### config.mk
export PLATFORM = sky130hd
export DESIGN_NAME = uart_tx_engine
export DESIGN_NICKNAME = d
export VERILOG_FILES = /design/src/rtl/uart_tx_engine.sv
export SDC_FILE = /design/constraint.sdc
export NUM_CORES = 1
export LEC_CHECK = 0
export ABC_CLOCK_PERIOD_IN_PS = 2600
export BUFFER_PORTS_ARGS = -buffer_cell sky130_fd_sc_hd__buf_2
export CAP_MARGIN = 20
export CORE_AREA = 2 2 68 70
export CTS_CLUSTER_SIZE = 8
export DETAILED_ROUTE_END_ITERATION = 16
export DIE_AREA = 0 0 70 72
export HOLD_SLACK_MARGIN = 0.1
export PLACE_DENSITY_LB_ADDON = 0.08
export SYNTH_ARGS = -nofsm -noshare
export SYNTH_HDL_FRONTEND = slang
export SYNTH_SLANG_ARGS = --single-unit
### constraint.sdc
create_clock -name clk -period 2.6 [get_ports clk]
set_input_delay 0 -clock clk [delete_from_list [all_inputs] [get_ports clk]]
set_output_delay 0 -clock clk [all_outputs]
set_load 0.03 [all_outputs]
### src/rtl/uart_tx_engine.sv
// UART transmit engine: pops words from the TX FIFO and serialises them LSB first,
// with runtime word length, parity mode, stop bits and line-break generation.
module uart_tx_engine #(
    parameter int MAX_DATA_BITS = 9,
    parameter int OVERSAMPLE    = 16
) (
    input  logic                     clk,
    input  logic                     reset,
    input  logic                     baud_tick,
    input  logic                     tx_valid,
    input  logic [MAX_DATA_BITS-1:0] tx_data,
    output logic                     tx_ready,
    input  logic [3:0]               cfg_data_bits,
    input  logic [2:0]               cfg_parity,
    input  logic                     cfg_stop2,
    input  logic                     cfg_break,
    output logic                     tx_out,
    output logic                     busy,
    output logic                     bit_tick,
    output logic [2:0]               state
);
    localparam int OS_W  = (OVERSAMPLE > 1) ? $clog2(OVERSAMPLE) : 1;
    localparam int IDX_W = $clog2(MAX_DATA_BITS);
    localparam logic [OS_W-1:0] OS_LAST = OS_W'(OVERSAMPLE - 1);

    typedef enum logic [2:0] {
        S_IDLE   = 3'd0,
        S_START  = 3'd1,
        S_DATA   = 3'd2,
        S_PARITY = 3'd3,
        S_STOP1  = 3'd4,
        S_STOP2  = 3'd5,
        S_BREAK  = 3'd6,
        S_MAB    = 3'd7
    } state_t;

    state_t                   r_state, w_next;
    logic [OS_W-1:0]          r_ostick;
    logic [IDX_W-1:0]         r_bit_idx;
    logic [MAX_DATA_BITS-1:0] r_data;
    logic [3:0]               r_nbits;
    logic [2:0]               r_parity;
    logic                     r_stop2, r_tx_out, r_bit_tick;

    logic                     w_accept, w_timed, w_bit_end, w_last_bit;
    logic                     w_par_en, w_par_bit, w_tx_next;
    logic [3:0]               w_nbits;
    logic [MAX_DATA_BITS-1:0] w_mask;

    assign tx_ready   = (r_state == S_IDLE) && !cfg_break;
    assign w_accept   = tx_valid && tx_ready;
    // IDLE and BREAK are untimed: ostick stays cleared so the next timed state starts a fresh bit.
    assign w_timed    = !(r_state inside {S_IDLE, S_BREAK});
    assign w_bit_end  = w_timed && baud_tick && (r_ostick == OS_LAST);
    assign w_last_bit = (r_bit_idx == IDX_W'(r_nbits - 4'd1));
    assign w_par_en   = (r_parity >= 3'd1) && (r_parity <= 3'd4);

    // NOTE: every signal written in an always_comb gets a default first so no latch is inferred.
    always_comb begin
        w_nbits = cfg_data_bits;
        if (cfg_data_bits < 4'd5)
            w_nbits = 4'd5;
        else if (cfg_data_bits > 4'(MAX_DATA_BITS))
            w_nbits = 4'(MAX_DATA_BITS);
        w_mask = '0;
        for (int i = 0; i < MAX_DATA_BITS; i++)
            w_mask[i] = (i < int'(w_nbits));
    end

    always_comb begin
        w_par_bit = 1'b1;
        case (r_parity)
            3'd1:    w_par_bit = ^r_data;
            3'd2:    w_par_bit = ~^r_data;
            3'd4:    w_par_bit = 1'b0;
            default: w_par_bit = 1'b1;
        endcase
    end

    always_comb begin
        w_next = r_state;
        case (r_state)
            S_IDLE:   if (cfg_break) w_next = S_BREAK;
                      else if (tx_valid) w_next = S_START;
            S_START:  if (w_bit_end) w_next = S_DATA;
            S_DATA:   if (w_bit_end && w_last_bit) w_next = w_par_en ? S_PARITY : S_STOP1;
            S_PARITY: if (w_bit_end) w_next = S_STOP1;
            S_STOP1:  if (w_bit_end) w_next = r_stop2 ? S_STOP2 : S_IDLE;
            S_STOP2:  if (w_bit_end) w_next = S_IDLE;
            S_BREAK:  if (!cfg_break) w_next = S_MAB;
            S_MAB:    if (w_bit_end) w_next = S_IDLE;
            default:  w_next = S_IDLE;
        endcase
    end

    always_comb begin
        w_tx_next = 1'b1;
        case (r_state)
            S_START:  w_tx_next = 1'b0;
            S_DATA:   w_tx_next = r_data[r_bit_idx];
            S_PARITY: w_tx_next = w_par_bit;
            S_BREAK:  w_tx_next = 1'b0;
            default:  w_tx_next = 1'b1;
        endcase
    end

    // NOTE: sequential state uses non-blocking assignments so every register samples pre-edge values.
    always_ff @(posedge clk or posedge reset) begin
        if (reset)
            r_state <= S_IDLE;
        else
            r_state <= w_next;
    end

    // NOTE: the latched word and config are reset too, so a frame cut short by reset leaves nothing behind.
    always_ff @(posedge clk or posedge reset) begin
        if (reset) begin
            r_ostick   <= '0;
            r_bit_idx  <= '0;
            r_data     <= '0;
            r_nbits    <= 4'd5;
            r_parity   <= 3'd0;
            r_stop2    <= 1'b0;
            r_tx_out   <= 1'b1;
            r_bit_tick <= 1'b0;
        end else begin
            r_tx_out   <= w_tx_next;
            r_bit_tick <= w_bit_end;
            if (!w_timed)
                r_ostick <= '0;
            else if (baud_tick)
                r_ostick <= (r_ostick == OS_LAST) ? '0 : r_ostick + 1'b1;
            if (r_state == S_IDLE)
                r_bit_idx <= '0;
            else if (w_bit_end && (r_state == S_DATA))
                r_bit_idx <= r_bit_idx + 1'b1;
            if (w_accept) begin
                r_data   <= tx_data & w_mask;
                r_nbits  <= w_nbits;
                r_parity <= cfg_parity;
                r_stop2  <= cfg_stop2;
            end
        end
    end

    assign tx_out   = r_tx_out;
    assign bit_tick = r_bit_tick;
    assign busy     = (r_state != S_IDLE);
    assign state    = r_state;

endmodule

==> impl_metrics.csv, run 1 <==
group,metric,value,unit
clock_network,cts_hold_buffers,21,
finish,nets,251,
logic_synthesis,synth_warnings,0,
logic_synthesis,synthCells,178,
clock_network,numClockSinks,30,
clock_network,cts_resized,0,
run,max_cap_violations,0,
logic_synthesis,ys.flop_type,"dfrtp_1",
finish,drive_gt1_share,25.6,%
global_route,grt_pass1_vias,1466,
floorplanning,initial_utilization,43.3,%
logic_synthesis,synth_edf_count,0,
logic_synthesis,yosys.area_share.adder,2.03,%
sta,clock_skew,0.00835,ns
logic_synthesis,ys_seq_area_share,40.9,%
logic_synthesis,synth_compound_area_share,16.3,%
worst_setup_path,rr_worst_depth,4,
detailed_routing,route.detailed.drc,0,
placement,io_buffer_count,28,
sta,period_share,76.4,%
logic_synthesis,async_flop_share,100,%
power,vdd_drop_max,451,uV
global_route,grt_pass1_wl,6.84,mm
detailed_routing,route.vias.total,1501,
detailed_routing,drt_first_pass_iters,4,
worst_setup_path,cp.arrival,2.15,ns
floorplanning,dieWidth,70,um
worst_setup_path,cp-start-kind,"flip-flop",
logic_synthesis,synth-xor-area-share,7.86,%
finish,seq_area,754,um^2
global_route,grt_overflow,0,
floorplanning,num_io_pins,29,
worst_setup_path,cp.depth,4,
sta,period_minus_slack,1.99,ns
clock_network,cts_tree,"built",
sta,tns,0,ns
floorplanning,coreArea,0.00426,mm^2
finish,post-route-util,54.3,%
clock_network,cts_buffers,5,
finish,fill_cells,402,
sta,max_freq,503,MHz
clock_network,worstSkewPairLatency,0.29,ns
floorplanning,die-area,0.00504,mm^2
logic_synthesis,yosys.area_share.simple,14.6,%
power,power,0.00248,W
logic_synthesis,synth.distinct_cells,49,
placement,gp_congestion,0.801,
finish,area_growth_syn_to_layout,25.3,%
placement,dp_hpwl,2.83,mm
worst_setup_path,crit_path_top_delay_cell,"dfrtp_1",
clock_network,cts_root_buf,"clkbuf_8",
worst_setup_path,cp_top_family,"simple AND/OR/NAND/NOR gates",
detailed_routing,routed_wl,4.00,mm
floorplanning,die_h,72,um
worst_setup_path,crit_fanout,21,
logic_synthesis,muxShareOfSynthArea,12.5,%
sta,worst_slew_pin_slew,0.707,ns
sta,setup_viol,0,
worst_setup_path,slowest_delay,0.55,ns
worst_setup_path,crit_required,2.77,ns
floorplanning,rows,24,
detailed_routing,drtIter0Drc,97,
clock_network,clk_pin_slew,0.07,ns
worst_setup_path,crit_chain,"or2_4 -> nor3_4 -> nand2_2 -> mux2_4",
min_path,whs_path_depth,5,
power,leakage,1.06,nW
detailed_routing,wl_per_cell,14.3,um
global_route,grt_max_degree,22,
logic_synthesis,synthesis.area,0.00185,mm^2
detailed_routing,antenna_left,0,
worst_setup_path,crit_path_end_kind,"flip-flop",
clock_network,clockBufferDepth,2,
logic_synthesis,synth_top_family_by_area,"compound AO/OA/AOI/OAI gates",
clock_network,cts_setup_buffers,0,
finish,antenna_cells,0,
sta,maxSlewViolCount,0,
sta,slew_headroom,52.9,%
sta,grt_setup_unrepaired,"false",
global_route,grtUsageTotal,17.1,%
logic_synthesis,syn_nets,203,
finish,multi_input_area,985,um^2
worst_setup_path,path_buf_inv,0,
clock_network,htreeDepth,2,
global_route,antenna_found_initial,0,
min_path,hold_path_class,"in2reg",
power,power.density,1070,mW/mm^2
logic_synthesis,synth_seq_cells,30,
detailed_routing,vias_per_cell,5.38,
sta,hold_violations,0,
outcome,status,"completed",
worst_setup_path,critical_path_class,"reg2reg",
logic_synthesis,syn_area_per_cell,10.4,um^2
[area by class of cell]
cell class,instances,share of cell area [%]
Clock buffer,6,3.57
Sequential cell,30,32.6
Clock inverter,2,0.541
Multi-Input combinational cell,131,42.5
Tap cell,52,2.81
Timing Repair Buffer,52,17.0
Inverter,6,0.973
[sequential cells by signal (all words and copies together), names as in the netlist]
register,count
bit_tick,1
r_bit_idx,4
r_data,9
r_nbits,4
r_ostick,4
r_parity,3
r_stop2,1
state,3
tx_out,1
[worst paths after layout]
check                                        from                       to  slack [ns]
setup / recovery             state[2]$_DFFE_PP0P_    r_data[1]$_DFFE_PP0P_        0.61
hold / removal                   cfg_data_bits[1]   r_nbits[0]$_DFFE_PP1P_        0.17
setup reg to reg             state[2]$_DFFE_PP0P_    r_data[1]$_DFFE_PP0P_        0.61
hold reg to reg            r_nbits[3]$_DFFE_PP0P_   r_nbits[3]$_DFFE_PP0P_        0.53
max in group asynchronous                   reset         tx_out$_DFF_PP1_        1.59
min in group asynchronous                   reset  r_ostick[1]$_DFFE_PP0P_        0.32
[synthesized netlist by cell type, drive strengths merged, types with 4 or more instances]
cell type	instances	area share (%)
buf	9	4.1
nor3	4	1.7
xnor2	11	5.2
inv	6	1.2
nand2	20	4.2
dfrtp	27	37
a21oi	11	3.0
mux2	11	8.7
nor2	15	3.0
o21ai	8	2.2
[per-stage QoR]
stage | setup slack (ns) | hold WS, ns | instance area (um^2) | cells
2_1_floorplan | 0.621 | 0.0526 | 1850 | 178
3_3_place_gp | 0.662 | 0.228 | 1980 | 249
3_5_place_dp | 0.618 | 0.0927 | 2010 | 250
4_1_cts | 0.613 | 0.170 | 2310 | 279
5_1_grt | 0.502 | 0.233 | 2310 | 279
6_report | 0.612 | 0.175 | 2310 | 279
[layout by cell type (no fill, tap or decap), drive strengths merged, types with 3 or more instances in the layout]
cell         Yosys  routed
nand3            3       3
xnor2           11      11
a21oi           11      11
mux2            11      11
clkbuf           2       6
xor2             3       3
buf              9      31
a31oi            3       3
inv              6       6
nor2            15      15
dfstp            3       3
a22o             3       3
nor3             4       4
dlygate4sd3      0      21
o21ai            8       8
ha               3       3
o31ai            3       3
nand2           20      20
dfrtp           27      27
a21o             3       3
[cell families (layout without fill, tap and decap cells)]
family                     count (synthesis)  count (layout)
buffers and inverters                     17              66
adders and majority gates                  3               3
DFF                                       30              30
AOI/OAI and AO/OA                         44              44
and+or+nand+nor                           54              54
muxes                                     15              15
xor gates and xnor gates                  15              15
[where the power goes]
part / internal [W] / total (W) / switching, W
logic: 0.000628 / 0.00113 / 0.000499
clock network: 0.000212 / 0.000394 / 0.000181
registers: 0.000668 / 0.000962 / 0.000294
total: 0.00151 / 0.00248 / 0.000975
[worst min-delay path, cell delays in order]
cell and delay (ns):
buf_2 0.09, nor2_1 0.04, a21oi_1 0.13, nor3_1 0.05, a21oi_1 0.11
[per-layer routing]
| layer | global-route usage, % | part of all wire (%) | up-vias |
|---|---|---|---|
| li1 | - | - | 746 |
| met1 | 20.5 | 43 | 726 |
| met2 | 30.2 | 52 | 22 |
| met3 | 4.31 | 3.5 | 7 |
| met4 | 5.98 | 1.3 | 0 |
| met5 | 0 | 0 | - |
(Power assumes the default switching activity.)
==> run 2, diff against run 1 <==
ABC_CLOCK_PERIOD_IN_PS = 1600   (was 2600)
clock period = 1.6 ns   (was 2.6 ns; I/O delays follow)
==> run 2 against run 1 <==
The flow now finishes with violations (negative setup slack). Wire length is 7.5% higher. Sequential cell count unchanged. Critical path depth grew 2. Cell count up 8.6%. Clock power is 59% higher. Final area is 9.3% higher. Count of clock-buffer cells in the layout rose by 1.
==> impl_metrics.csv, run 2 (same netlist as run 1, synthesis figures left out) <==
group,metric,value,unit
outcome,status,"complete, but fails checks",
outcome,violations,"negative setup slack",
min_path,hold_path_class,"in2reg",
sta,hold_violations,0,
worst_setup_path,cp.arrival,1.92,ns
worst_setup_path,crit_path_end_kind,"flip-flop",
finish,nets,275,
detailed_routing,routed_wl,4.30,mm
global_route,grt_max_degree,31,
global_route,grt_pass1_vias,1640,
global_route,grtUsageTotal,19.3,%
power,vdd_drop_max,1090,uV
floorplanning,initial_utilization,43.3,%
worst_setup_path,crit_fanout,2,
sta,setup_ws,-0.0989,ns
sta,grt_setup_unrepaired,"true",
placement,dpl.cell_count,273,
worst_setup_path,slowest_delay,0.54,ns
worst_setup_path,crit_path_top_delay_cell,"dfstp_2",
sta,maxSlewViolCount,0,
finish,layout.cells.non_filler,303,
run,max_cap_violations,0,
floorplanning,dieWidth,70,um
clock_network,clockBufferDepth,2,
clock_network,worstSkewPairLatency,0.28,ns
clock_network,clk_pin_slew,0.06,ns
placement,dp_slack,-0.165,ns
sta,clock_skew,0.00254,ns
floorplanning,die-area,0.00504,mm^2
sta,worst_slew_pin_slew,0.385,ns
sta,holdWs,0.130,ns
floorplanning,rows,24,
sta,max_freq,589,MHz
worst_setup_path,cp_top_family,"compound AO/OA/AOI/OAI gates",
sta,slew_headroom,74.1,%
worst_setup_path,critical_path_class,"reg2reg",
detailed_routing,route.vias.total,1589,
detailed_routing,drt_first_pass_iters,4,
worst_setup_path,crit_required,1.82,ns
sta,period_share,106,%
placement,gp_congestion,0.855,
placement,io_buffer_count,28,
floorplanning,num_io_pins,29,
power,power.density,1810,mW/mm^2
finish,fill_cells,384,
finish,most-common-layout-cells,"buf_2, buf_4, dfrtp_1",
finish,antenna_cells,0,
floorplanning,coreArea,0.00426,mm^2
sta,setup_viol,4,
finish,drive_gt1_share,36.7,%
finish,stdcell_area,0.00253,mm^2
global_route,grt_pass1_wl,7.64,mm
finish,largest_reg_flops,9,
detailed_routing,antenna_left,0,
placement,dp_hpwl,3.04,mm
finish,top_register,"r_data",
clock_network,htreeDepth,2,
clock_network,cts_root_buf,"clkbuf_8",
worst_setup_path,crit_chain,"inv_2 -> ha_4 -> xnor2_2 -> o41ai_2 -> a21o_1 -> a32o_1",
global_route,antenna_found_initial,0,
power,power,0.00457,W
finish,area_growth_syn_to_layout,37.0,%
clock_network,cts_buffers,5,
detailed_routing,vias_per_cell,5.24,
clock_network,cts_tree,"built",
placement,placed_area,0.00220,mm^2
global_route,grt_overflow,0,
worst_setup_path,path_buf_inv,1,
worst_setup_path,cp-start-kind,"flip-flop",
power,leakage,1.19,nW
detailed_routing,drtIter0Drc,48,
sta,period_minus_slack,1.70,ns
clock_network,numClockSinks,30,
detailed_routing,wl_per_cell,14.2,um
detailed_routing,route.detailed.drc,0,
floorplanning,die_h,72,um
## run 2: where the power goes
part           internal (W)  total, W  switching [W]
logic               0.00141   0.00260        0.00119
registers           0.00109   0.00135       0.000258
clock network      0.000346  0.000626       0.000280
## run 2: worst reg2reg max path: stages, from the launching register on
cell and delay (ns):
dfstp_2 0.54, inv_2 0.05, ha_4 0.21, xnor2_2 0.13, o41ai_2 0.36, a21o_1 0.18, a32o_1 0.16
## run 2: final timing paths
kind	startpoint	to	slack, ns	depth (start not counted)
max in group asynchronous	reset	tx_out$_DFF_PP1_	0.93	4
max	r_nbits[0]$_DFFE_PP1P_	state[0]$_DFFE_PP0P_	-0.1	6
max reg2reg	r_nbits[0]$_DFFE_PP1P_	state[0]$_DFFE_PP0P_	-0.1	6
min in group asynchronous	reset	r_nbits[1]$_DFFE_PP0P_	0.34	4
min reg2reg	r_stop2$_DFFE_PP0P_	r_stop2$_DFFE_PP0P_	0.52	1
min	cfg_data_bits[1]	r_data[8]$_DFFE_PP0P_	0.13	3
## run 2: through the flow
step                TNS (ns)  utilization (%)
floorplan              -4.69                -
global placement      -0.336             51.5
detailed placement    -0.415             51.5
CTS                   -0.267             58.8
global route          -0.619             59.3
finish                -0.230             59.3
## run 2: repair_timing
item                                    in CTS  in global routing
pin swaps                                    8                  2
hold buffers                                19                  0
resized for setup                            1                  5
endpoints found under the setup margin       4                  6
endpoints found under the hold margin       44                  0
buffers inserted                             3                  0
## run 2: cell type report
type | count | area [um^2] | share of cell area, %
clock buffer | 7 | 86.3 | 3.41
clock inverter | 1 | 5.00 | 0.198
inverter | 6 | 22.5 | 0.890
multi-input combinational | 131 | 1030 | 40.9
sequential | 30 | 756 | 29.9
tap | 52 | 65.1 | 2.57
timing repair buffer | 76 | 561 | 22.2
## run 2: metal layers
layer / track usage (%) / vias up / wire length (um)
met2: 33.8 / 34 / 2170
met5: 0 / - / 0
li1: - / 789 / -
met1: 22.9 / 756 / 1880
met3: 5.28 / 10 / 165
met4: 7.05 / 0 / 91
==> run 3, diff against run 2 <==
BUFFER_PORTS_ARGS = not set   (was -buffer_cell sky130_fd_sc_hd__buf_2)
DONT_BUFFER_PORTS = 1   (was not set)
TNS_END_PERCENT = 50   (was not set)
==> run 3 against run 2 <==
The flow still finishes with violations (negative setup slack). Clock power is 2% higher. Sequential power is 3% higher. Hold slack better by 0.017 ns. Critical path type unchanged. Largest cell class unchanged.
==> impl_metrics.csv, run 3 (same netlist as run 1, synthesis figures left out) <==
group,metric,value,unit
outcome,status,"complete, but fails checks",
outcome,violations,"negative setup slack",
global_route,grt_pass1_wl,7.30,mm
clock_network,clockBufferDepth,2,
clock_network,clk_pin_slew,0.07,ns
global_route,antenna_found_initial,0,
sta,period_share,104,%
worst_setup_path,crit_fanout,6,
floorplanning,rows,24,
sta,maxSlewViolCount,0,
clock_network,cts_buffers,5,
min_path,whs_path_depth,5,
floorplanning,num_io_pins,29,
global_route,grtUsageMet1,21.4,%
detailed_routing,routed_wl,4.32,mm
worst_setup_path,rr_worst_depth,5,
finish,nets,252,
worst_setup_path,crit_path_end_kind,"flip-flop",
sta,hold_violations,0,
placement,dp_slack,-0.179,ns
finish,top_register,"r_data",
finish,most-common-layout-cells,"dfrtp_1, buf_4, dlygate4sd3_1",
clock_network,cts_tree,"built",
clock_network,htreeDepth,2,
floorplanning,initial_utilization,43.3,%
power,vdd_drop_max,1150,uV
sta,max_freq,598,MHz
sta,grt_setup_unrepaired,"true",
sta,period_minus_slack,1.67,ns
min_path,worstHoldStart,"cfg_data_bits[1]",
worst_setup_path,r2r-start,"state[1]$_DFFE_PP0P_",
clock_network,cts_root_buf,"clkbuf_8",
floorplanning,die_h,72,um
worst_setup_path,critical_path_class,"reg2reg",
sta,slew_headroom,74.2,%
detailed_routing,wl_per_cell,15.4,um
detailed_routing,drtIter0Drc,66,
sta,setup_ws,-0.0712,ns
clock_network,numClockSinks,30,
worst_setup_path,cp-start-kind,"flip-flop",
finish,drive_gt1_share,28.9,%
placement,io_buffer_count,0,
detailed_routing,antenna_left,0,
floorplanning,dieWidth,70,um
power,leakage,1.10,nW
finish,seq_area,756,um^2
global_route,grt_pass1_vias,1588,
worst_setup_path,ff2ff_setup_slack,-0.07,ns
sta,setup_viol,4,
global_route,globalRouteMet3Util,3.33,%
floorplanning,die-area,0.00504,mm^2
clock_network,worstSkewPairLatency,0.28,ns
global_route,grt_overflow,0,
placement,gp_congestion,0.849,
worst_setup_path,cp.arrival,1.84,ns
finish,multi_input_area,0.00104,mm^2
floorplanning,coreArea,0.00426,mm^2
worst_setup_path,crit_required,1.77,ns
detailed_routing,route.detailed.drc,0,
detailed_routing,drt_first_pass_iters,4,
global_route,grt.met2_usage,33.3,%
placement,dp_hpwl,2.93,mm
sta,worst_slew_pin_slew,0.387,ns
min_path,whs_endpoint,"r_data[6]$_DFFE_PP0P_",
sta,holdWs,0.147,ns
global_route,grtUsageTotal,18.5,%
min_path,hold_path_class,"in2reg",
sta,clock_skew,0.00666,ns
finish,area_growth_syn_to_layout,33.4,%
finish,fill_cells,387,
detailed_routing,route.vias.total,1560,
finish,antenna_cells,0,
power,power.density,1850,mW/mm^2
run,max_cap_violations,0,
global_route,top_usage_layer,"met2",
sta,tns,-0.204,ns
detailed_routing,vias_per_cell,5.57,
finish,largest_reg_flops,9,
global_route,grt_max_degree,31,
worst_setup_path,r2r-end,"state[0]$_DFFE_PP0P_",
[run 3: report_power, final]
group	total (W)	internal, W	switching (W)
logic	0.00254	0.00139	0.00115
clock network	0.000637	0.000347	0.000290
registers	0.00139	0.00109	0.000297
[run 3: area by class of cell]
class | instances | share of cell area, %
clock buffer | 7 | 3.50
clock inverter | 1 | 0.203
timing repair buffer | 53 | 19.8
sequential | 30 | 30.7
tap | 52 | 2.64
inverter | 6 | 0.914
multi-input combinational | 131 | 42.3
[run 3: through the flow]
stage | utilization, % | instance area [um^2] | std cells | total power (W)
2_1_floorplan | - | 1850 | 178 | 0.00306
3_3_place_gp | 47.9 | 2040 | 244 | 0.00358
3_5_place_dp | 47.9 | 2040 | 244 | 0.00365
4_1_cts | 56.4 | 2400 | 277 | 0.00444
5_1_grt | 57.8 | 2460 | 280 | 0.00493
6_report | 57.8 | 2460 | 280 | 0.00456
[run 3: metal layers]
| layer | share of wire, % | vias to the layer above |
|---|---|---|
| met4 | 2.3 | 0 |
| li1 | - | 742 |
| met3 | 2.4 | 10 |
| met2 | 52 | 28 |
| met1 | 43 | 780 |
| met5 | 0 | - |
[run 3: worst max-delay path, stage by stage, from the launching register on]
cell      delay [ns]
dfrtp_1         0.52
nor2b_1         0.35
nand2_1         0.10
o21ai_1         0.14
a21boi_0        0.17
a32o_1          0.29
[run 3: timing repair]
item | CTS | global route
endpoints found under the hold margin | 52 | 0
pin swaps | 7 | 9
endpoints found under the setup margin | 4 | 16
buffers inserted | 1 | 3
hold buffers | 24 | 0
resized for setup | 5 | 9
[run 3: worst max path at each step]
stage                      startpoint                     to
5_1_grt        r_nbits[0]$_DFFE_PP1P_   state[0]$_DFFE_PP0P_
4_1_cts        r_nbits[0]$_DFFE_PP1P_   state[0]$_DFFE_PP0P_
6_report         state[1]$_DFFE_PP0P_   state[0]$_DFFE_PP0P_
2_1_floorplan    state[2]$_DFFE_PP0P_  r_data[0]$_DFFE_PP0P_
3_3_place_gp   r_nbits[0]$_DFFE_PP1P_   state[0]$_DFFE_PP0P_
3_5_place_dp   r_nbits[0]$_DFFE_PP1P_   state[0]$_DFFE_PP0P_
